### config.mk
export PLATFORM = sky130hd
export DESIGN_NAME = alu_seq_flat
export DESIGN_NICKNAME = d
export VERILOG_FILES = /design/src/rtl/alu_pkg.sv /design/src/rtl/alu_seq_if.sv /design/src/rtl/alu_muldiv_iter.sv /design/src/rtl/alu_seq.sv /design/src/flat_wrapper.sv
export SDC_FILE = /design/constraint.sdc
export NUM_CORES = 1
export LEC_CHECK = 0
export ABC_AREA = 1
export CAP_MARGIN = 40
export CELL_PAD_IN_SITES_DETAIL_PLACEMENT = 0
export CELL_PAD_IN_SITES_GLOBAL_PLACEMENT = 2
export CORE_ASPECT_RATIO = 1.2
export CORE_UTILIZATION = 38
export CTS_CLUSTER_SIZE = 24
export DETAILED_ROUTE_END_ITERATION = 12
export DONT_BUFFER_PORTS = 1
export HOLD_SLACK_MARGIN = 0.12
export PLACE_DENSITY_LB_ADDON = 0.3
export SLEW_MARGIN = 10
export SYNTH_ARGS = -nofsm -noshare
export SYNTH_HDL_FRONTEND = slang
export SYNTH_HIERARCHICAL = 1
export SYNTH_SLANG_ARGS = --single-unit
### constraint.sdc
create_clock -name CLK -period 4.91 [get_ports CLK]
set_clock_uncertainty 0.05 [all_clocks]
set_input_delay 0.491 -clock CLK [delete_from_list [all_inputs] [get_ports CLK]]
set_output_delay 0.491 -clock CLK [all_outputs]
set_load 0.05 [all_outputs]
### src/rtl/alu_pkg.sv
// Shared opcode and FSM state definitions for the sequential ALU and its
// iterative multiply/divide engine.
package alu_pkg;

  localparam int OP_W        = 4;
  localparam int ILLEGAL_MIN = 14;

  typedef enum logic [OP_W-1:0] {
    OP_ADD = 4'd0,
    OP_SUB = 4'd1,
    OP_AND = 4'd2,
    OP_OR  = 4'd3,
    OP_XOR = 4'd4,
    OP_NOT = 4'd5,
    OP_LD  = 4'd6,
    OP_ST  = 4'd7,
    OP_SHL = 4'd8,
    OP_SHR = 4'd9,
    OP_ROL = 4'd10,
    OP_ROR = 4'd11,
    OP_MUL = 4'd12,
    OP_DIV = 4'd13
  } op_t;

  typedef enum logic [1:0] {
    ST_IDLE   = 2'd0,
    ST_EXEC   = 2'd1,
    ST_FINISH = 2'd2
  } state_t;

  function automatic logic is_muldiv(input logic [OP_W-1:0] op);
    return (op == OP_MUL) || (op == OP_DIV);
  endfunction

endpackage

### src/rtl/alu_seq_if.sv
// Request/result bundle between the control unit (master) and the ALU (slave).
interface alu_seq_if
  import alu_pkg::*;
#(
  parameter int SIZE = 8
);

  logic            start;
  logic [OP_W-1:0] OP_CODE;
  logic [SIZE-1:0] left_operand;
  logic [SIZE-1:0] right_operand;
  logic            carry_in;

  logic            busy;
  logic            done;
  logic [SIZE-1:0] op_out;
  logic [SIZE-1:0] op_out_hi;
  logic            carry_out;
  logic            zero;
  logic            neg;
  logic            ovf;
  logic            err;

  modport master (
    output start, OP_CODE, left_operand, right_operand, carry_in,
    input  busy, done, op_out, op_out_hi, carry_out, zero, neg, ovf, err
  );

  modport slave (
    input  start, OP_CODE, left_operand, right_operand, carry_in,
    output busy, done, op_out, op_out_hi, carry_out, zero, neg, ovf, err
  );

endinterface

### src/rtl/alu_muldiv_iter.sv
// One-bit-per-cycle unsigned shift-add multiplier / restoring divider sharing
// a single {hi,lo} accumulator. res_hi/res_lo present the value after this cycle's step.
module alu_muldiv_iter #(
  parameter int SIZE = 8
) (
  input  logic            clk,
  input  logic            srst,
  input  logic            ce,
  input  logic            start,
  input  logic            div_sel,
  input  logic [SIZE-1:0] a,
  input  logic [SIZE-1:0] b,
  output logic            busy,
  output logic            finish,
  output logic            div_mode,
  output logic [SIZE-1:0] res_hi,
  output logic [SIZE-1:0] res_lo
);

  localparam int CNT_W = $clog2(SIZE);

  logic [SIZE-1:0]  hi_reg;
  logic [SIZE-1:0]  lo_reg;
  logic [SIZE-1:0]  b_reg;
  logic [CNT_W-1:0] cnt_reg;
  logic             busy_reg;
  logic             div_reg;

  logic [SIZE-1:0]  hi_next;
  logic [SIZE-1:0]  lo_next;
  logic [SIZE:0]    mul_sum;
  logic [SIZE:0]    div_shift;
  logic [SIZE:0]    div_diff;
  logic             q_bit;
  logic             last_step;

  always_comb begin
    hi_next   = hi_reg;
    lo_next   = lo_reg;
    q_bit     = 1'b0;
    mul_sum   = {1'b0, hi_reg} + (lo_reg[0] ? {1'b0, b_reg} : '0);
    div_shift = {hi_reg, lo_reg[SIZE-1]};
    div_diff  = div_shift - {1'b0, b_reg};
    if (div_reg) begin
      // Restoring step: keep the trial difference only when it does not go negative.
      if (div_shift >= {1'b0, b_reg}) begin
        q_bit   = 1'b1;
        hi_next = div_diff[SIZE-1:0];
      end else begin
        hi_next = div_shift[SIZE-1:0];
      end
      lo_next = {lo_reg[SIZE-2:0], q_bit};
    end else begin
      hi_next = mul_sum[SIZE:1];
      lo_next = {mul_sum[0], lo_reg[SIZE-1:1]};
    end
  end

  assign last_step = (cnt_reg == CNT_W'(SIZE - 1));
  assign finish    = busy_reg && ce && last_step;
  assign busy      = busy_reg;
  assign div_mode  = div_reg;
  assign res_hi    = hi_next;
  assign res_lo    = lo_next;

  always_ff @(posedge clk) begin
    if (srst) begin
      hi_reg   <= '0;
      lo_reg   <= '0;
      b_reg    <= '0;
      cnt_reg  <= '0;
      busy_reg <= 1'b0;
      div_reg  <= 1'b0;
    end else if (ce) begin
      if (start) begin
        hi_reg   <= '0;
        lo_reg   <= a;
        b_reg    <= b;
        cnt_reg  <= '0;
        busy_reg <= 1'b1;
        div_reg  <= div_sel;
      end else if (busy_reg) begin
        hi_reg  <= hi_next;
        lo_reg  <= lo_next;
        cnt_reg <= cnt_reg + CNT_W'(1);
        if (last_step) begin
          busy_reg <= 1'b0;
        end
      end
    end
  end

endmodule

### src/rtl/alu_seq.sv
// Registered multi-cycle ALU: single-cycle logic/arith/shift ops plus an optional
// iterative MUL/DIV engine, with a start/busy/done handshake gated by CE.
module alu_seq
  import alu_pkg::*;
#(
  parameter int SIZE      = 8,
  parameter bit MULDIV_EN = 1'b1
) (
  input logic      CLK,
  input logic      RST,
  input logic      CE,
  alu_seq_if.slave bus
);

  localparam int MSB = SIZE - 1;

  state_t          state_reg, state_next;
  logic [SIZE-1:0] op_out_reg, op_out_next;
  logic [SIZE-1:0] hi_reg, hi_next;
  logic            carry_reg, carry_next;
  logic            zero_reg, zero_next;
  logic            neg_reg, neg_next;
  logic            ovf_reg, ovf_next;
  logic            err_reg, err_next;
  logic            done_reg, done_next;

  logic [OP_W-1:0] op;
  logic [SIZE-1:0] a;
  logic [SIZE-1:0] b;
  logic            muldiv_op;
  logic            illegal_op;
  logic            div_zero;
  logic            accept;
  logic            iter_start;

  logic            iter_busy;
  logic            iter_finish;
  logic            iter_div;
  logic [SIZE-1:0] iter_hi;
  logic [SIZE-1:0] iter_lo;

  logic [SIZE-1:0] b_eff;
  logic [SIZE:0]   sum_wide;
  logic [SIZE-1:0] sc_res;
  logic            sc_carry;
  logic            sc_ovf;

  assign op         = bus.OP_CODE;
  assign a          = bus.left_operand;
  assign b          = bus.right_operand;
  assign muldiv_op  = is_muldiv(op);
  assign illegal_op = (op >= OP_W'(ILLEGAL_MIN)) || (muldiv_op && !MULDIV_EN);
  assign div_zero   = (op == OP_DIV) && (b == '0);
  // FINISH is the done cycle and already counts as idle, allowing back-to-back issue.
  assign accept     = CE && bus.start && (state_reg != ST_EXEC);
  assign iter_start = accept && muldiv_op && !illegal_op && !div_zero;

  generate
    if (MULDIV_EN) begin : g_muldiv
      alu_muldiv_iter #(
        .SIZE(SIZE)
      ) u_iter (
        .clk     (CLK),
        .srst    (RST),
        .ce      (CE),
        .start   (iter_start),
        .div_sel (op == OP_DIV),
        .a       (a),
        .b       (b),
        .busy    (iter_busy),
        .finish  (iter_finish),
        .div_mode(iter_div),
        .res_hi  (iter_hi),
        .res_lo  (iter_lo)
      );
    end else begin : g_no_muldiv
      assign iter_busy   = 1'b0;
      assign iter_finish = 1'b0;
      assign iter_div    = 1'b0;
      assign iter_hi     = '0;
      assign iter_lo     = '0;
    end
  endgenerate

  // Single-cycle datapath; SUB is A + ~B + cin so cin acts as not-borrow.
  assign b_eff    = (op == OP_SUB) ? ~b : b;
  assign sum_wide = {1'b0, a} + {1'b0, b_eff} + {{SIZE{1'b0}}, bus.carry_in};

  always_comb begin
    sc_res   = '0;
    sc_carry = 1'b0;
    sc_ovf   = 1'b0;
    case (op)
      OP_ADD, OP_SUB: begin
        sc_res   = sum_wide[SIZE-1:0];
        sc_carry = sum_wide[SIZE];
        sc_ovf   = (a[MSB] == b_eff[MSB]) && (sum_wide[MSB] != a[MSB]);
      end
      OP_AND: sc_res = a & b;
      OP_OR:  sc_res = a | b;
      OP_XOR: sc_res = a ^ b;
      OP_NOT: sc_res = ~a;
      OP_LD:  sc_res = b;
      OP_ST:  sc_res = a;
      OP_SHL: begin
        sc_res   = {a[SIZE-2:0], 1'b0};
        sc_carry = a[MSB];
      end
      OP_SHR: begin
        sc_res   = {1'b0, a[SIZE-1:1]};
        sc_carry = a[0];
      end
      OP_ROL: begin
        sc_res   = {a[SIZE-2:0], bus.carry_in};
        sc_carry = a[MSB];
      end
      OP_ROR: begin
        sc_res   = {bus.carry_in, a[SIZE-1:1]};
        sc_carry = a[0];
      end
      default: begin
        sc_res   = '0;
        sc_carry = 1'b0;
      end
    endcase
  end

  always_comb begin
    state_next  = state_reg;
    op_out_next = op_out_reg;
    hi_next     = hi_reg;
    carry_next  = carry_reg;
    zero_next   = zero_reg;
    neg_next    = neg_reg;
    ovf_next    = ovf_reg;
    err_next    = err_reg;
    done_next   = done_reg;
    if (CE) begin
      done_next = 1'b0;
      case (state_reg)
        ST_EXEC: begin
          if (iter_finish) begin
            state_next  = ST_FINISH;
            done_next   = 1'b1;
            op_out_next = iter_lo;
            hi_next     = iter_hi;
            carry_next  = iter_div ? 1'b0 : (|iter_hi);
            zero_next   = (iter_lo == '0);
            neg_next    = iter_lo[MSB];
            ovf_next    = 1'b0;
            err_next    = 1'b0;
          end
        end
        default: begin
          state_next = ST_IDLE;
          if (bus.start) begin
            if (illegal_op) begin
              done_next   = 1'b1;
              op_out_next = '0;
              hi_next     = '0;
              carry_next  = 1'b0;
              zero_next   = 1'b0;
              neg_next    = 1'b0;
              ovf_next    = 1'b0;
              err_next    = 1'b1;
            end else if (div_zero) begin
              done_next   = 1'b1;
              op_out_next = '1;
              hi_next     = a;
              carry_next  = 1'b0;
              zero_next   = 1'b0;
              neg_next    = 1'b1;
              ovf_next    = 1'b0;
              err_next    = 1'b1;
            end else if (muldiv_op) begin
              state_next = ST_EXEC;
            end else begin
              done_next   = 1'b1;
              op_out_next = sc_res;
              hi_next     = '0;
              carry_next  = sc_carry;
              zero_next   = (sc_res == '0);
              neg_next    = sc_res[MSB];
              ovf_next    = sc_ovf;
              err_next    = 1'b0;
            end
          end
        end
      endcase
    end
  end

  always_ff @(posedge CLK) begin
    if (RST) begin
      state_reg  <= ST_IDLE;
      op_out_reg <= '0;
      hi_reg     <= '0;
      carry_reg  <= 1'b0;
      zero_reg   <= 1'b0;
      neg_reg    <= 1'b0;
      ovf_reg    <= 1'b0;
      err_reg    <= 1'b0;
      done_reg   <= 1'b0;
    end else begin
      state_reg  <= state_next;
      op_out_reg <= op_out_next;
      hi_reg     <= hi_next;
      carry_reg  <= carry_next;
      zero_reg   <= zero_next;
      neg_reg    <= neg_next;
      ovf_reg    <= ovf_next;
      err_reg    <= err_next;
      done_reg   <= done_next;
    end
  end

  // A pending done stays latched through a CE=0 stall and appears once CE returns.
  assign bus.done      = done_reg && CE;
  assign bus.busy      = iter_busy;
  assign bus.op_out    = op_out_reg;
  assign bus.op_out_hi = hi_reg;
  assign bus.carry_out = carry_reg;
  assign bus.zero      = zero_reg;
  assign bus.neg       = neg_reg;
  assign bus.ovf       = ovf_reg;
  assign bus.err       = err_reg;

endmodule

### src/flat_wrapper.sv
// flat-port wrapper written by rule: the top's interface ports become plain ports
module alu_seq_flat import alu_pkg::*;
#(
  parameter int SIZE      = 8,
  parameter bit MULDIV_EN = 1'b1
)
  (CLK, RST, CE, bus_start, bus_OP_CODE, bus_left_operand, bus_right_operand, bus_carry_in, bus_busy, bus_done, bus_op_out, bus_op_out_hi, bus_carry_out, bus_zero, bus_neg, bus_ovf, bus_err);
  alu_seq_if #(.SIZE(SIZE)) bus_i ();
  input logic CLK;
  input logic RST;
  input logic CE;
  input wire logic [$bits(bus_i.start)-1:0] bus_start;
  input wire logic [$bits(bus_i.OP_CODE)-1:0] bus_OP_CODE;
  input wire logic [$bits(bus_i.left_operand)-1:0] bus_left_operand;
  input wire logic [$bits(bus_i.right_operand)-1:0] bus_right_operand;
  input wire logic [$bits(bus_i.carry_in)-1:0] bus_carry_in;
  output wire logic [$bits(bus_i.busy)-1:0] bus_busy;
  output wire logic [$bits(bus_i.done)-1:0] bus_done;
  output wire logic [$bits(bus_i.op_out)-1:0] bus_op_out;
  output wire logic [$bits(bus_i.op_out_hi)-1:0] bus_op_out_hi;
  output wire logic [$bits(bus_i.carry_out)-1:0] bus_carry_out;
  output wire logic [$bits(bus_i.zero)-1:0] bus_zero;
  output wire logic [$bits(bus_i.neg)-1:0] bus_neg;
  output wire logic [$bits(bus_i.ovf)-1:0] bus_ovf;
  output wire logic [$bits(bus_i.err)-1:0] bus_err;
  assign bus_i.start = bus_start;
  assign bus_i.OP_CODE = bus_OP_CODE;
  assign bus_i.left_operand = bus_left_operand;
  assign bus_i.right_operand = bus_right_operand;
  assign bus_i.carry_in = bus_carry_in;
  assign bus_busy = bus_i.busy;
  assign bus_done = bus_i.done;
  assign bus_op_out = bus_i.op_out;
  assign bus_op_out_hi = bus_i.op_out_hi;
  assign bus_carry_out = bus_i.carry_out;
  assign bus_zero = bus_i.zero;
  assign bus_neg = bus_i.neg;
  assign bus_ovf = bus_i.ovf;
  assign bus_err = bus_i.err;
  alu_seq #(.SIZE(SIZE), .MULDIV_EN(MULDIV_EN)) u_core (.CLK(CLK), .RST(RST), .CE(CE), .bus(bus_i));
endmodule
# Yosys cells after proc, flatten, opt, wreduce, memory -nomap -nowiden
# Cells that the tools add are included.
# op_classes
muxes,72
n_eq_ne,20
n_lt_le_gt_ge,2
n_reduce_logical,27
addsub,5
n_bitwise,5
# ops
operator,count
$mux W8,21
$pmux W8 S11,1
$mux W1,42
$eq A4 B4 Y1 const B,6
$logic_not A8 Y1,3
$add A8 B8 Y9,2
$eq A4 B3 Y1 const B,4
$not A8 Y8,2
$logic_and A1 B1 Y1,10
$mux W2,5
$add A9 B1 Y9,1
$ge A9 B8 Y1,1
$and A8 B8 Y8,1
$eq A4 B2 Y1 const B,2
$or A8 B8 Y8,1
$reduce_or A8 Y1,1
$sub A8 B8 Y8,1
$xor A8 B8 Y8,1
$mux W3,2
$reduce_and A2 Y1,3
$reduce_or A2 Y1,3
$eq A4 B1 Y1 const B,1
$ge A4 B4 Y1 const B,1
$logic_not A4 Y1,1
other kinds (13),15
# word_totals
input_bits,25
word_cells,146
register_bits,53

# Depth between registers and ports, before layout
# Gate-level depths: netlist (run 1).
# logic_depth
ltp_word,12
mapped_depth,19
mapped_depth_nobuf,19

# Hierarchy
# Netlist (run 1), hierarchy kept.
# modules_own_cells
mod,cells_per_inst,n_inst,seq_area_each_um2,area_each_um2
alu_seq,455,1,460.4,2611.3
alu_muldiv_iter,357,1,580.6,2361.0

# Worst setup path after synthesis (run 1)
# Ideal clock, no wire load.
# synth_timing
path_kind,input-to-reg
startpoint,in bus_OP_CODE[2]
endpoint,"reg u_core.zero_reg, in the netlist u_core/bus.zero"
required_ps,4790
slack_ps,1961
stages,16
path_buffers,1
setup_time_ps,70
t_arrival_ps,2829
cell_sequence,nor2_1 buf_2 nand2_1 xor2_1 fa_1 inv_1 fa_1 nand3_1 nand2_1 nor2_1 nand3_1 nor2_1 nand2_1 nor2_1 nand2_1 a21oi_1
# synth_between
elab_chain_len,11
elab_cells_between_ends,30
cone_classes,add/sub (2); order compare (1); eq/ne (14); mux (7); reduce/logical (6)
# synth_lines
item,line_no,text
from (decl),flat_wrapper.sv:13,input wire logic [$bits(bus_i.OP_CODE)-1:0] bus_OP_CODE;
$eq A4 B1 Y1,"alu_seq.sv:86, alu_seq.sv:93",
$mux W8,alu_seq.sv:86,assign b_eff = (op == OP_SUB) ? ~b : b;
$add A8 B8 Y9,alu_seq.sv:87,"assign sum_wide = {1'b0, a} + {1'b0, b_eff} + {{SIZE{1'b0}}, bus.carry_in};"
$add A9 B1 Y9,alu_seq.sv:87,
$pmux W8 S11,alu_seq.sv:93,case (op)
$logic_not A8 Y1,alu_seq.sv:182,zero_next = (sc_res == '0);
$mux W1,alu_seq.sv:175,end else if (muldiv_op) begin
$mux W1,alu_seq.sv:166,end else if (div_zero) begin
$mux W1,alu_seq.sv:157,if (illegal_op) begin
$mux W1,alu_seq.sv:156,if (bus.start) begin
$mux W1,alu_seq.sv:140,case (state_reg)
to (signal assigned),alu_seq.sv:209,zero_reg <= zero_next;
to (decl),alu_seq.sv:21,"logic zero_reg, zero_next;"
# Several ways; a longest one is shown, not always the timed one. The select of a mux whose other input is x is not followed.
# A chain may end at the register's enable or synchronous reset.

# Worst setup path in the final report (run 1)
# layout_timing
startpoint,reg u_core.state_reg[0]
endpoint,reg u_core.g_muldiv.u_iter.lo_reg[4]
# layout_between
elab_chain_len,7
elab_cells_between_ends,8
cone_classes,eq/ne (1); mux (1); reduce/logical (6)
# layout_lines
item,line_no,text
from (decl),alu_seq.sv:17,"state_t state_reg, state_next;"
from (signal assigned),alu_seq.sv:205,state_reg <= state_next;
$ne A2 B1 Y1 (*),alu_seq.sv:55,assign accept = CE && bus.start && (state_reg != ST_EXEC);
$logic_and A1 B1 Y1 (*),alu_seq.sv:55,
$logic_and A1 B1 Y1 (*) (3 in a row),alu_seq.sv:56,assign iter_start = accept && muldiv_op && !illegal_op && !div_zero;
via u_core.iter_start,alu_seq.sv:34,logic iter_start;
$reduce_bool A2 Y1 (no line),-,
$reduce_and A2 Y1 (no line),-,
to (signal assigned),alu_muldiv_iter.sv:84,lo_reg <= lo_next;
to (decl),alu_muldiv_iter.sv:23,logic [SIZE-1:0] lo_reg;
# The timed path passes the listed nets; every way through them passes the cells marked *.

==> results of run 1 <==
placed cells by master, fill, tap and decap left out, drive strengths merged, types with 2 or more instances in the layout:
cell type,synthesis,layout
nand2,230,230
inv,110,111
nand3,94,94
nor2,74,74
a21oi,68,68
dfxtp,52,52
o21ai,51,51
ha,41,41
nand4,12,12
xor2,10,10
nor3,10,10
a31oi,8,8
buf,12,7
clkbuf,14,5
fa,4,4
a221oi,4,4
and2,4,4
nor4,3,3
nand3b,2,2
xnor2,2,2
clkinv,1,2
routing by layer:
layer / up-vias / track usage [%] / part of all wire, %
li1: 2609 / - / -
met2: 138 / 45.99 / 51
met3: 39 / 3.827 / 4.8
met4: 0 / 11.68 / 4.4
met5: - / 0 / 0
met1: 2412 / 29.31 / 40
path summary, 6_finish.rpt:
path	from	slack (ps)	cells after the start	end
max reg2reg	u_core/state_reg[0]	1990	12	u_core/g_muldiv.u_iter/lo_reg[4]
max	u_core/state_reg[0]	1990	12	u_core/g_muldiv.u_iter/lo_reg[4]
min reg2reg	u_core/state_reg[1]	420	2	u_core/state_reg[1]
min	RST	200	1	u_core/bus.err
power breakdown:
part	internal [mW]	total, mW	switching (mW)	leakage (nW)
sequential	0.436	0.485	0.0490	0.423
clock	0.190	0.358	0.168	0.0702
combinational	0.0695	0.215	0.146	2.10
metrics by stage:
stage	power [mW]	util [%]	setup slack [ps]
global route	1.110	40.94	1686
detailed placement	0.7079	39.79	1765
finish	1.058	40.94	1993
floorplan	0.6635	-	1961
global placement	0.7059	39.59	1815
CTS	1.065	40.94	2006
layout make-up:
| cell class | count | area [sq um] |
|---|---|---|
| repair buffers | 7 | 56.30 |
| flip-flops and latches | 52 | 1041 |
| fillers | 1406 | 7515 |
| inverters | 111 | 416.7 |
| well taps | 164 | 205.2 |
| multi-input cells | 623 | 3344 |
| clock inverters | 3 | 21.27 |
| clock buffers | 5 | 125.1 |
cell families (layout without fill, tap and decap cells):
logic type	after synthesis	after routing	share of synthesized area, %
xor gates and xnor gates	12	12	2.114
adders and majority gates	45	45	11.93
DFF	52	52	20.94
buffers and inverters	137	126	11.80
AOI/OAI and AO/OA	135	135	14.70
and+or+nand+nor	431	431	38.53
==> summary.md, run 1 <==
| Metric | Value |
|---|---|
| Status | completed |
| Pin count of the biggest net entering global routing | 31 |
| Maximum resistive drop on vdd | 146.7 uV |
| Critical Path RT | 5060 ps |
| Syn Inst Count | 812 |
| Post-CTS Resized | 0 |
| Via count | 5198 |
| Htree depth | 2 |
| Post-CTS Setup Bufs | 0 |
| DRC | 0 |
| Final TNS setup | 0 ps |
| Crit. End Element | register |
| RSZ-0062 raised after global routing | no |
| Fmax achieved | 342.9 MHz |
| Post-synth ARST share | 0% |
| Synth area leader | dfxtp_1 |
| Ys flop type | dfxtp_1 |
| Tightest Pin Transition | 822.6 ps |
| Antenna-violating nets left | 0 |
| Post-Synthesis Cell Area | 4972 sq um |
| Row count | 45 |
| CP max stage delay | 580 ps |
| Iteration-0 DRC count of the detailed router | 316 |
| Area grow syn2layout | 4.781% |
| Critical path's top delay family | buffers and inverters |
| Fin cells | 965 |
| Power Density | 203.1 nW/um^2 |
| FF+latch count, synth | 52 |
| Drt total wl | 16.55 mm |
| Final period util | 59.40% |
| Clk root buf | clkbuf_16 |
| Die H | 127.3 microns |
| Leak | 2.590 nW |
| Setup-failing EPs final | 0 |
| Sequential share of the synthesized area | 20.94% |
| Final Hold Viols | 0 |
| Max-Cap Viols | 0 |
| Final hold slack | 199.8 ps |
| Yosys warnings | 6 |
| Netlist cell types | 40 |
| Top-area cell type share of the netlist area | 20.94% |
| Fin. max-slew vios | 0 |
| Synth cell count leaders | nand2_1 (215), inv_1 (106), nand3_1 (89) |
| Clk Latency, worst-skew pair | 300 ps |
| Relative slew margins | 45.03% |
| Critical path's slowest cell | inv_1 |
| Worst EP arrival | 3070 ps |
| Final non-filler cell area | 5210 sq um |
| Largest fanout on the critical path | 22 |
| Min Tclk post-route | 2917 ps |
| Vias/cell | 5.387 |
| Cts bufs inserted | 5 |
| Synth top area cells | dfxtp_1 (21%), nand2_1 (16%), ha_1 (10%), nand3_1 (9.0%), inv_1 (8.0%) |
| Gr usage total | 25.44% |
| Nets | 870 |
| Total clock sinks | 52 |
| Critical Path Source Type | register |
| Wire per inst | 17.15 microns |
| GRT overflow | 0 |
| Buffers & Inverters on Critical Path | 5 |
| Worst path most repeated cell | inv_1 |
| Post-CTS Hold Fix Bufs | 0 |
| Vias in the first global route | 5164 |
| Die width | 106.4 microns |
| HP Class | in -> reg |
| N_diodes | 0 |
| Clock Pin Slew Worst Setup and Hold Paths | 80 ps |
| Die ar. | 13550 sq um |
| Share of cells above drive strength 1 | 6.492% |
| Critical-path cell list | inv_1 -> nor2_1 -> buf_4 -> inv_1 -> nand3_1 -> nor2_1 -> buf_4 -> nand2_2 -> nand2_1 -> inv_1 -> a21oi_1 -> a221oi_1 |
| Number of I/O pins | 48 |
| Post-DP Area | 5064 sq um |
| GPL Wtd Cong | 0.9633 |
| Core ar. | 12720 sq um |
| First-pass GRT wire length | 27.01 mm |
| First-pass DRT Iterations | 5 |
| CTS tree | yes |
| Initial antenna violation count | 0 |
| Placed wire-length estimate | 13.06 mm |
| Port bufs | 0 |
| Post-synth EDFFs | 0 |
| Crit path kind | reg -> reg |
| Avg Inst Size Synth | 6.123 sq um |
| Clock buffer depth | 2 |
| Initial core utilization | 39.08% |
| Placed cells | 957 |
| Most frequent cell after synthesis | nand2_1 |
| Synth Net Count | 882 |
No activity file was read; power rests on OpenSTA's default activity.
==> inputs of run 2 (changes only) <==
--- a/config.mk
+++ b/config.mk
@@ -10,7 +10,7 @@
 export CELL_PAD_IN_SITES_DETAIL_PLACEMENT = 0
 export CELL_PAD_IN_SITES_GLOBAL_PLACEMENT = 2
 export CORE_ASPECT_RATIO = 1.2
-export CORE_UTILIZATION = 38
+export CORE_UTILIZATION = 31
 export CTS_CLUSTER_SIZE = 24
 export DETAILED_ROUTE_END_ITERATION = 12
 export DONT_BUFFER_PORTS = 1
==> constraint.sdc (replaced) <==
create_clock -name CLK -period 2.5 [get_ports CLK]
set_clock_uncertainty 0.05 [all_clocks]
set_input_delay 0.25 -clock CLK [delete_from_list [all_inputs] [get_ports CLK]]
set_output_delay 0.25 -clock CLK [all_outputs]
set_load 0.05 [all_outputs]
==> summary.md, run 2 (synthesis gave the netlist of run 1 again) <==
| Metric | Value |
|---|---|
| Total power | 2.149 mW (+100%) |
| Worst setup path start | u_core/g_muldiv.u_iter/lo_reg[7] |
| CP Capture Point | u_core/bus.carry_out |
| Max-Cap Viols | 0 (unchanged) |
| Share of cells above drive strength 1 | 17.39% (+11 points) |
| Via count | 5433 (+4.5%) |
| Multi-input combinational cell area | 3611 sq um (+8.0%) |
| GPL Wtd Cong | 0.8656 (-10%) |
| DRC | 0 (unchanged) |
| Clock Pin Slew Worst Setup and Hold Paths | 70 ps (about the same) |
| Status | completed |
| Crit Reg-Reg Startpoint | u_core/g_muldiv.u_iter/lo_reg[7] |
| Port bufs | 0 (unchanged) |
| N_diodes | 0 (unchanged) |
| Post-DP Area | 5475 sq um (+8.1%) |
| Crit. End Element | register |
| Row count | 50 (+11%) |
| Gr usage total | 22.38% (-3.1 points) |
| Critical Path Source Type | register |
| Final hold slack | 128.1 ps (-71.69 ps) |
| Area grow syn2layout | 20.91% |
| Worst R2R End | u_core/bus.carry_out |
| Die width | 117.6 microns (+11%) |
| Clock buffer depth | 2 (unchanged) |
| Final non-filler cell area | 6012 sq um (+15%) |
| Final Util | 38.44% (-2.5 points) |
| Pin count of the biggest net entering global routing | 22 (-29%) |
| First-pass DRT Iterations | 5 (unchanged) |
| Clk root buf | clkbuf_16 |
| Setup-failing EPs final | 0 (unchanged) |
| Sequential standard cell area | 1052 sq um (+1.1%) |
| Total clock sinks | 52 (unchanged) |
| First-pass GRT wire length | 28.81 mm (+6.7%) |
| Iteration-0 DRC count of the detailed router | 342 (+8.2%) |
| Worst EP arrival | 2510 ps (-560 ps) |
| Maximum resistive drop on vdd | 226.6 uV (+54%) |
| Antenna-violating nets left | 0 (unchanged) |
| Fmax achieved | 421.8 MHz (+23%) |
| Commonest non-fill, non-tap cell in the layout | nand2_1 |
| Critical Path RT | 2640 ps (-2420 ps) |
| Most frequent cells in the layout | nand2_1 (212), inv_1 (100), nand3_1 (85), nor2_1 (67), a21oi_1 (57) |
| Final Hold Viols | 0 (unchanged) |
| HP Class | in -> reg |
| Number of I/O pins | 48 (unchanged) |
| Fin. max-slew vios | 0 (unchanged) |
| Drt total wl | 18.41 mm (+11%) |
| Final TNS setup | 0 ps (unchanged) |
| Largest fanout on the critical path | 2 (-91%) |
| RSZ-0062 raised after global routing | no |
| Relative slew margins | 58.60% (+14 points) |
| Initial antenna violation count | 0 (unchanged) |
| CTS tree | yes |
| Setup WS post-layout | 129.2 ps (-1864 ps) |
| Die H | 140.7 microns (+11%) |
| Clk Latency, worst-skew pair | 300 ps (about the same) |
| Power Density | 357.4 nW/um^2 (+76%) |
| Htree depth | 2 (unchanged) |
| GRT overflow | 0 (unchanged) |
| Fin cells | 1065 (+10%) |
| Place WS | -28.40 ps (-1793 ps) |
| Cell count of the worst reg-to-reg path | 15 (+3) |
| Cts bufs inserted | 5 (unchanged) |
| Core ar. | 15640 sq um (+23%) |
| Initial core utilization | 31.79% (-7.3 points) |
| Fill cells | 1755 (+25%) |
| Tightest Pin Transition | 618.7 ps (-203.9 ps) |
| Die ar. | 16550 sq um (+22%) |
| Placed wire-length estimate | 14.54 mm (+11%) |
| Nets | 926 (+6.4%) |
| Leak | 2.920 nW (+13%) |
| Final period util | 94.83% (+35 points) |
| Crit path kind | reg -> reg |
| Vias/cell | 5.101 (-5.3%) |
| R2r setup slk | 130 ps (-1860 ps) |
| Min Tclk post-route | 2371 ps (-546.0 ps) |
| Vias in the first global route | 5540 (+7.3%) |
| Placed cells | 1046 (+9.3%) |
| Wire per inst | 17.28 microns (+0.75%) |
[run 2: changes by cell type in the layout (fill, tap and decap cells not counted), moves of 4 or more]
cell           delta
nand3_1           -4
dfxtp_2           +6
ha_4             +11
inv_1             -6
dfxtp_1           -7
a21oi_2           +6
dlygate4sd3_1     +7
ha_1             -12
a21oi_1           -7
inv_2             +6
buf_4            +47
[run 2: timing repair]
action | 4_1_cts | 5_1_grt
hold endpoints to repair | 25 | 0
pin swaps | 1 | 15
buffers inserted | 0 | 3
resized for setup | 5 | 51
setup endpoints to repair | 1 | 2
hold buffers | 7 | 0
[run 2: layout make-up]
type	count	share of cell area, %
inverter	111	6.930
sequential	52	17.50
clock buffer	6	2.144
tap	208	4.329
timing repair buffer	63	8.762
multi-input combinational	623	60.06
clock inverter	2	0.2706
[run 2: metal layers]
layer | up-vias | global-route usage, % | wire (microns)
li1 | 2736 | - | -
met1 | 2511 | 24.13 | 7293
met2 | 133 | 40.31 | 9259
met3 | 53 | 2.872 | 623
met4 | 0 | 16.13 | 1229
met5 | - | 0 | 0
[run 2: critical path, cell delays in order (launching register included)]
cell and delay (ps):
dfxtp_2 320, inv_2 70, ha_4 130, inv_2 40, fa_2 420, buf_6 150
a21oi_4 140, nand2_1 60, nand2_1 70, nor2_2 50, nand2_2 90, nand3_4 100
nor4_4 290, a21oi_2 90, a21oi_2 120, a21oi_1 80
[run 2: power breakdown]
group          internal (mW)  switching (mW)  leakage [nW]
logic                  0.180           0.324          2.43
clock network          0.374           0.324        0.0671
registers              0.855          0.0914         0.426
[run 2: worst min path at each step]
stage	from	end	slack, ps	depth (start not counted)
after floorplan	RST	u_core/bus.err	270	1
after global placement	RST	u_core/g_muldiv.u_iter/hi_reg[1]	270	1
after detailed placement	RST	u_core/g_muldiv.u_iter/hi_reg[1]	270	1
after CTS	bus_right_operand[6]	u_core/g_muldiv.u_iter/b_reg[6]	120	2
after global routing	bus_left_operand[2]	u_core/bus.op_out_hi[2]	140	2
final	bus_right_operand[6]	u_core/g_muldiv.u_iter/b_reg[6]	130	2
